File: src/rtl/alu_pkg.sv
// Shared types for the ALU result stage: opcode encoding, flag bundle, skid states
// and the flag derivation used on the input side of the stage.
package alu_pkg;

   localparam int OP_W = 3;

   typedef enum logic [OP_W-1:0] {
      OP_ADD = 3'd0,
      OP_SUB = 3'd1,
      OP_NOT = 3'd2,
      OP_AND = 3'd3,
      OP_OR  = 3'd4,
      OP_XOR = 3'd5
   } alu_op_e;

   typedef struct packed {
      logic zero;
      logic neg;
      logic carry;
      logic ovf;
      logic illegal;
   } alu_flags_t;

   typedef enum logic [1:0] {
      SKID_EMPTY,
      SKID_ONE,
      SKID_TWO
   } skid_state_e;

   // ADD/SUB overflow: the result sign disagrees with what the operand signs allow.
   function automatic alu_flags_t calc_flags(
      input logic [OP_W-1:0] op,
      input logic            a_msb,
      input logic            b_msb,
      input logic            r_msb,
      input logic            r_zero,
      input logic            add_carry,
      input logic            sub_borrow
   );
      alu_flags_t f;
      f = '0;
      if (op > OP_XOR) begin
         f.zero    = 1'b1;
         f.illegal = 1'b1;
      end else begin
         f.zero = r_zero;
         f.neg  = r_msb;
         if (op == OP_ADD) begin
            f.carry = add_carry;
            f.ovf   = (a_msb == b_msb) && (r_msb != a_msb);
         end else if (op == OP_SUB) begin
            f.carry = sub_borrow;
            f.ovf   = (a_msb != b_msb) && (r_msb != a_msb);
         end
      end
      return f;
   endfunction

endpackage

File: src/rtl/alu_skid_buf.sv
// Two-entry skid buffer, 1-cycle latency; in_rdy_o is registered and drops only when
// both entries are held, so full throughput survives a stalled consumer.
module alu_skid_buf
   import alu_pkg::*;
#(
   parameter int W = 8
) (
   input  logic         clk,
   input  logic         resetn,
   input  logic         in_vld_i,
   output logic         in_rdy_o,
   input  logic [W-1:0] in_dat_i,
   output logic         out_vld_o,
   input  logic         out_rdy_i,
   output logic [W-1:0] out_dat_o
);

   skid_state_e  state_q, state_d;
   logic [W-1:0] m_q, m_d;
   logic [W-1:0] s_q, s_d;
   logic         in_rdy_q, in_rdy_d;
   logic         accept, emit;

   assign accept = in_vld_i && in_rdy_q;
   assign emit   = (state_q != SKID_EMPTY) && out_rdy_i;

   always_comb begin
      state_d = state_q;
      m_d     = m_q;
      s_d     = s_q;
      case (state_q)
         SKID_EMPTY: begin
            if (accept) begin
               m_d     = in_dat_i;
               state_d = SKID_ONE;
            end
         end
         SKID_ONE: begin
            if (accept && emit) begin
               m_d = in_dat_i;
            end else if (accept) begin
               s_d     = in_dat_i;
               state_d = SKID_TWO;
            end else if (emit) begin
               state_d = SKID_EMPTY;
            end
         end
         SKID_TWO: begin
            if (emit) begin
               m_d     = s_q;
               state_d = SKID_ONE;
            end
         end
         default: state_d = SKID_EMPTY;
      endcase
      in_rdy_d = (state_d != SKID_TWO);
   end

   always_ff @(posedge clk) begin
      if (!resetn) begin
         state_q  <= SKID_EMPTY;
         m_q      <= '0;
         s_q      <= '0;
         in_rdy_q <= 1'b1;
      end else begin
         state_q  <= state_d;
         m_q      <= m_d;
         s_q      <= s_d;
         in_rdy_q <= in_rdy_d;
      end
   end

   assign in_rdy_o  = in_rdy_q;
   assign out_vld_o = (state_q != SKID_EMPTY);
   assign out_dat_o = m_q;

endmodule

File: src/rtl/alu_result_stage.sv
// Selects the requested ALU result, derives flags and registers both (1 cycle) behind a
// 2-entry skid buffer. Optional sticky overflow: ALU_RESULT_STICKY_OVF_EN.
module alu_result_stage
   import alu_pkg::*;
#(
   parameter int DATA_WIDTH = 32,
   parameter int OP_WIDTH   = OP_W
) (
   input  logic                  clk,
   input  logic                  resetn,
   input  logic                  in_valid,
   output logic                  in_ready,
   input  logic [OP_WIDTH-1:0]   op,
   input  logic [DATA_WIDTH-1:0] a,
   input  logic [DATA_WIDTH-1:0] b,
   input  logic [DATA_WIDTH-1:0] a_plus_b,
   input  logic [DATA_WIDTH-1:0] a_minus_b,
   input  logic [DATA_WIDTH-1:0] not_a,
   input  logic [DATA_WIDTH-1:0] a_and_b,
   input  logic [DATA_WIDTH-1:0] a_or_b,
   input  logic [DATA_WIDTH-1:0] a_xor_b,
   output logic                  out_valid,
   input  logic                  out_ready,
   output logic [DATA_WIDTH-1:0] out_result,
   output logic                  out_zero,
   output logic                  out_neg,
   output logic                  out_carry,
   output logic                  out_ovf,
   output logic                  out_illegal
`ifdef ALU_RESULT_STICKY_OVF_EN
   ,
   input  logic                  sticky_clr,
   output logic                  sticky_ovf
`endif
);

   localparam int PW = DATA_WIDTH + $bits(alu_flags_t);

   logic [OP_W-1:0]       op_w;
   logic [DATA_WIDTH-1:0] sel_res;
   alu_flags_t            in_flags;
   alu_flags_t            out_flags;
   logic [PW-1:0]         out_dat;

   assign op_w = OP_W'(op);

   always_comb begin
      sel_res = '0;
      case (op_w)
         OP_ADD:  sel_res = a_plus_b;
         OP_SUB:  sel_res = a_minus_b;
         OP_NOT:  sel_res = not_a;
         OP_AND:  sel_res = a_and_b;
         OP_OR:   sel_res = a_or_b;
         OP_XOR:  sel_res = a_xor_b;
         default: sel_res = '0;
      endcase
   end

   assign in_flags = calc_flags(op_w, a[DATA_WIDTH-1], b[DATA_WIDTH-1],
                                sel_res[DATA_WIDTH-1], (sel_res == '0),
                                (a_plus_b < a), (a < b));

   alu_skid_buf #(.W(PW)) u_skid (
      .clk       (clk),
      .resetn    (resetn),
      .in_vld_i  (in_valid),
      .in_rdy_o  (in_ready),
      .in_dat_i  ({sel_res, in_flags}),
      .out_vld_o (out_valid),
      .out_rdy_i (out_ready),
      .out_dat_o (out_dat)
   );

   assign {out_result, out_flags} = out_dat;
   assign out_zero    = out_flags.zero;
   assign out_neg     = out_flags.neg;
   assign out_carry   = out_flags.carry;
   assign out_ovf     = out_flags.ovf;
   assign out_illegal = out_flags.illegal;

`ifdef ALU_RESULT_STICKY_OVF_EN
   logic sticky_q, sticky_d;

   // A set on an emitted overflow beat overrides a same-cycle clear.
   always_comb begin
      sticky_d = sticky_q;
      if (sticky_clr) sticky_d = 1'b0;
      if (out_valid && out_ready && out_ovf) sticky_d = 1'b1;
   end

   always_ff @(posedge clk) begin
      if (!resetn) sticky_q <= 1'b0;
      else         sticky_q <= sticky_d;
   end

   assign sticky_ovf = sticky_q;
`else
   // Default build carries no sticky overflow state.
`endif

endmodule

File: config.mk
export PLATFORM = sky130hd
export DESIGN_NAME = alu_result_stage
export DESIGN_NICKNAME = d
export VERILOG_FILES = /design/src/rtl/alu_pkg.sv /design/src/rtl/alu_skid_buf.sv /design/src/rtl/alu_result_stage.sv
export SDC_FILE = /design/constraint.sdc
export NUM_CORES = 1
export LEC_CHECK = 0
export BUFFER_PORTS_ARGS = -buffer_cell sky130_fd_sc_hd__buf_2
export CORE_ASPECT_RATIO = 0.5
export CORE_UTILIZATION = 45
export CTS_CLUSTER_DIAMETER = 120
export DETAILED_ROUTE_END_ITERATION = 10
export PLACE_DENSITY = 0.77
export SYNTH_ARGS = -nofsm -noshare
export SYNTH_HDL_FRONTEND = slang
export SYNTH_HIERARCHICAL = 1
export SYNTH_SLANG_ARGS = --single-unit
File: constraint.sdc
create_clock -name clk -period 5.9 [get_ports clk]
set_input_delay 0.59 -clock clk [delete_from_list [all_inputs] [get_ports clk]]
set_output_delay 0.59 -clock clk [all_outputs]
set_load 0.005 [all_outputs]
# Yosys cells after proc, flatten, opt, wreduce, memory -nomap -nowiden
# Index checks and enable logic that the tools add are counted.
# word_totals
register_bits	77
output_inout_bits	39
# op_classes
n_lt_le_gt_ge	3
eq_ne	14
n_mux	16
n_bitwise	1
n_reduce_logical	12
# ops
op	count
one-hot mux 32 bit (6 select lines)	1
2-to-1 mux 37 bit	3
one-hot mux 37 bit (3 select lines)	1
less-than comparator 32 bit	2
zero test 32 bit	1
2-to-1 mux 2 bit	7
equality test 3 x 2 -> 1 bit (second input constant)	2
equality test 3 bit (second input constant)	2
!= test 2 x 1 -> 1 bit (second input constant)	3
one-hot mux 2 bit (3 select lines)	1
logical AND 1 bit	5
AND reduction 4 bit	1
equality test 3 x 1 -> 1 bit (second input constant)	1
greater-than comparator 3 bit (second input constant)	1
zero test 3 bit	1
2-to-1 mux 3 bit	1
AND reduction 3 bit	1
nonzero test 3 bit	1
equality test 2 x 1 -> 1 bit (second input constant)	1
equality test 2 bit (second input constant)	1
zero test 2 bit	1
2-to-1 mux 1 bit	2
!= test 1 bit	2
!= test 2 bit (second input constant)	1
other kinds (3)	3

# Longest topological paths before layout
# logic_depth
depth_word	9
mapped_depth	13
ltp_nobuf	10

# Hierarchy
# Netlist, hierarchy kept.
# modules_own_cells
module	instances	cells_each	area_each_um2	seq_area_each_um2
alu_result_stage	1	480	3453.3	0.0
alu_skid_buf	1	345	3209.3	1541.5

# Worst setup path after synthesis
# Ideal clock, no wire load.
# synth_timing
path_kind	in2reg
start	input op[0]
end	register u_skid.m_q[4] (netlist: u_skid/out_dat_o[4])
setup_time_ns	0.070
t_arrival_ns	2.947
required_time_ns	5.830
slack_ns	2.883
cell_stages	9
cell_sequence	buf_6 > mux4_2 > and2_0 > a211o_1 > or4_1 > or4_1 > nor4_2 > mux2i_1 > a21oi_1
# synth_rtl
item	line_no	rtl
from (decl)	alu_result_stage.sv:13	input logic [OP_WIDTH-1:0] op,
to (signal assigned)	alu_skid_buf.sv:67	m_q <= m_d;
to (decl)	alu_skid_buf.sv:19	logic [W-1:0] m_q, m_d;

==> impl_metrics.ini <==
[floorplan]
initial_utilization_pct = 46.1
die-width_um = 174
die-area_um2 = 15300
pin_count = 302
core_um2 = 14500
rows = 31
die-height_um = 88.0

[sta]
layout_min_cycle_time_ns = 3.72
period_share_pct = 63.0
whs_ns = 0.451
setup_tns_ns = 0
fin_skew_ns = 0.00427
fmax_ghz = 0.269
hold_viol_final = 0
setup_viol = 0
rsz0062_at_grt = false
tightest_slew_ns = 1.20
drv_slew = 0
relSlewSlack_pct = 20.0

[global_routing]
grt-ovfl-total = 0
grt_pass1_vias = 6779
track_usage_pct = 32.1
grt_antenna_before_repair = 0
grt_pass1_wl_mm = 37.5
grt_start_max_net_pins = 84

[worst_setup_path]
slowest_stage = buf_4
path_max_fanout = 83
crit_type = input port to flop
slowest_delay_ns = 0.77
cpMostUsedCell = or4_1
worstRegToRegCells = 5
crit_path_cell_trace = buf_4, mux4_2, and2_0, a211o_1, or4_1, or4_1, nor4_2, mux2i_1, a21oi_1
cp.buffers_inverters = 1
endpoint_kind = flop
cpLargestDelayFamily = simple AND/OR/NAND/NOR gates
cp.arrival_ns = 3.99
crit_cells = 9
cp.required_ns = 6.17
start_kind = input port

[place]
place_hpwl_mm = 20.3
io_buffers = 301
place.gp.congestion = 0.942
dp_cells = 1274

[synthesis]
async_reset_ff_share_pct = 0
synthesis.nets = 1150
muxShareOfSynthArea_pct = 16.3
synth.distinct_cells = 66
synth_compound_area_share_pct = 24.7
netlist_instances = 825
synth.ff_latch_count = 77
syn_avg_cell_area_um2 = 8.08
yosys_warnings = 6
synth_top_family_by_area = compound AO/OA/AOI/OAI gates
syn_area_um2 = 6660
synth_enable_flop_cells = 0
synthFlopType = dfxtp_1
synth-seq-area-share_pct = 23.1
synth-simple-area-share_pct = 14.6
synthAdderAreaFrac_pct = 11.6
synthXorXnorAreaFrac_pct = 0.263

[finish]
drive_above_1_share_pct = 32.2
num_antenna_cells = 0
final_util_pct = 58.4
instances_no_fill = 1290
nFillCells = 1385
final_nets = 1412
area_growth_syn_to_layout_pct = 26.7

[drt]
final_antenna_net_count = 0
vias = 7244
viasPerCell = 5.62
initialDrtViolationCount = 663
avgRoutedWirePerCell_um = 19.4
drt_wl_total_mm = 25.1
drc = 0
first_pass_iters = 5

[clock_tree]
clock_path_buffers = 2
clkLatencyLatePin_ns = 0.34
clock_tree.root_cell = clkbuf_16
htreeDepth = 3
tritoncts = done
clock_sinks = 77
clkSlewWorstSetupHoldPaths_ns = 0.06
cts_post_setup_buffers_inserted = 0
hold_buffers = 0
cts_made_buffers = 9
cts_resized = 0

[pwr]
max-vdd-ir-drop_uv = 184
p_leak_nw = 4.47
power_density_nw_per_um2 = 199

[min_path]
hp-class = flop to flop
worstHoldPathCells = 2

[outcome]
status = completed

[flow_run]
cap_viol_max_count = 0
stage by stage:
stage	instance area (um^2)	worst slack, ns	total power, mW
after floorplan	6660	2.88	0.859
after global routing	8440	1.98	1.76
after detailed placement	8110	1.83	1.07
final	8440	2.18	1.68
after global placement	8110	1.90	1.06
after CTS	8440	2.18	1.68
logic make-up after synthesis:
family / after synthesis
AOI/OAI and AO/OA: 258
and+or+nand+nor: 198
buffers and inverters: 127
muxes: 101
DFF: 77
adders and majority gates: 62
xor gates and xnor gates: 2
power breakdown:
group | total [mW] | internal, mW | switching, mW
clock network | 0.612 | 0.386 | 0.226
logic | 0.497 | 0.221 | 0.276
registers | 0.572 | 0.552 | 0.0196
total | 1.68 | 1.16 | 0.522
placed cells by master, fill, tap and decap left out, drive strengths merged, types with 4 or more instances in the layout:
cell type  netlist  final
o211ai           7      7
a21oi           72     72
a21o            21     21
nand4            6      6
o2bb2ai          4      4
mux4             5      5
a21boi          37     37
nor2b            9      9
ha              62     62
a22oi            7      7
nor4             4      4
a211oi           7      7
a221oi           4      4
o22ai            8      8
nor2            31     31
inv             71     73
nand3b           5      5
a221o            5      5
mux2i           86     86
nand2b           9      9
nand3           14     14
or2              4      4
o21ai           62     62
clkbuf          20     10
dfxtp           77     77
a2111oi          4      4
nand2           94     94
buf             36    307
mux2            10     10
or4              4      4
nor3             4      4
sequential cells by signal, indices dropped and copies added (netlist names):
name and flops:
u_skid/in_rdy_o 1, u_skid/out_dat_o 37, u_skid/s_q 37, u_skid/state_q 2
final timing paths:
path                                             startpoint                                 to  slack [ns]
worst min-delay path            u_skid/s_q[12]$_SDFFE_PN0P_        u_skid/s_q[12]$_SDFFE_PN0P_        0.45
worst min register to register  u_skid/s_q[12]$_SDFFE_PN0P_        u_skid/s_q[12]$_SDFFE_PN0P_        0.45
worst max register to register   u_skid/in_rdy_o$_SDFF_PN1_  u_skid/out_dat_o[12]$_SDFFE_PN0P_        3.69
worst max-delay path                                  op[0]   u_skid/out_dat_o[4]$_SDFFE_PN0P_        2.18
worst register-to-register path: stages, from the launching register on:
cell and delay (ns):
dfxtp_1 0.35, nand2_2 0.14, o31ai_4 0.70, buf_4 0.57
o21ai_0 0.18, a21oi_1 0.19
cells in the mapped netlist (all sizes together) (8+ instances only):
master	number	area, um^2
clkbuf	20	75.1
nand2	94	355
nor2b	9	63.8
a21boi	37	278
o22ai	8	50.1
dfxtp	77	1540
nand2b	9	63.8
inv	71	267
mux2	10	113
nor2	31	116
ha	62	776
mux2i	86	861
buf	36	282
a21o	21	158
a21oi	72	360
o21ai	62	310
nand3	14	70.1
final cells by class:
type | count | area, um^2 | share of cell area [%]
clock buffers | 10 | 239 | 2.83
clock inverters | 6 | 93.8 | 1.11
inverters | 71 | 267 | 3.16
multi-input cells | 621 | 4500 | 53.3
flip-flops and latches | 77 | 1540 | 18.3
well taps | 198 | 248 | 2.93
repair buffers | 307 | 1550 | 18.4
per-layer routing:
layer	GRT usage, %	routed length (um)	vias up
met5	0	0	-
met3	6.47	2150	33
met2	50.8	11000	304
met4	7.02	370	0
li1	-	-	3491
met1	45.1	11500	3416
No activity file was read; power rests on OpenSTA's default activity.
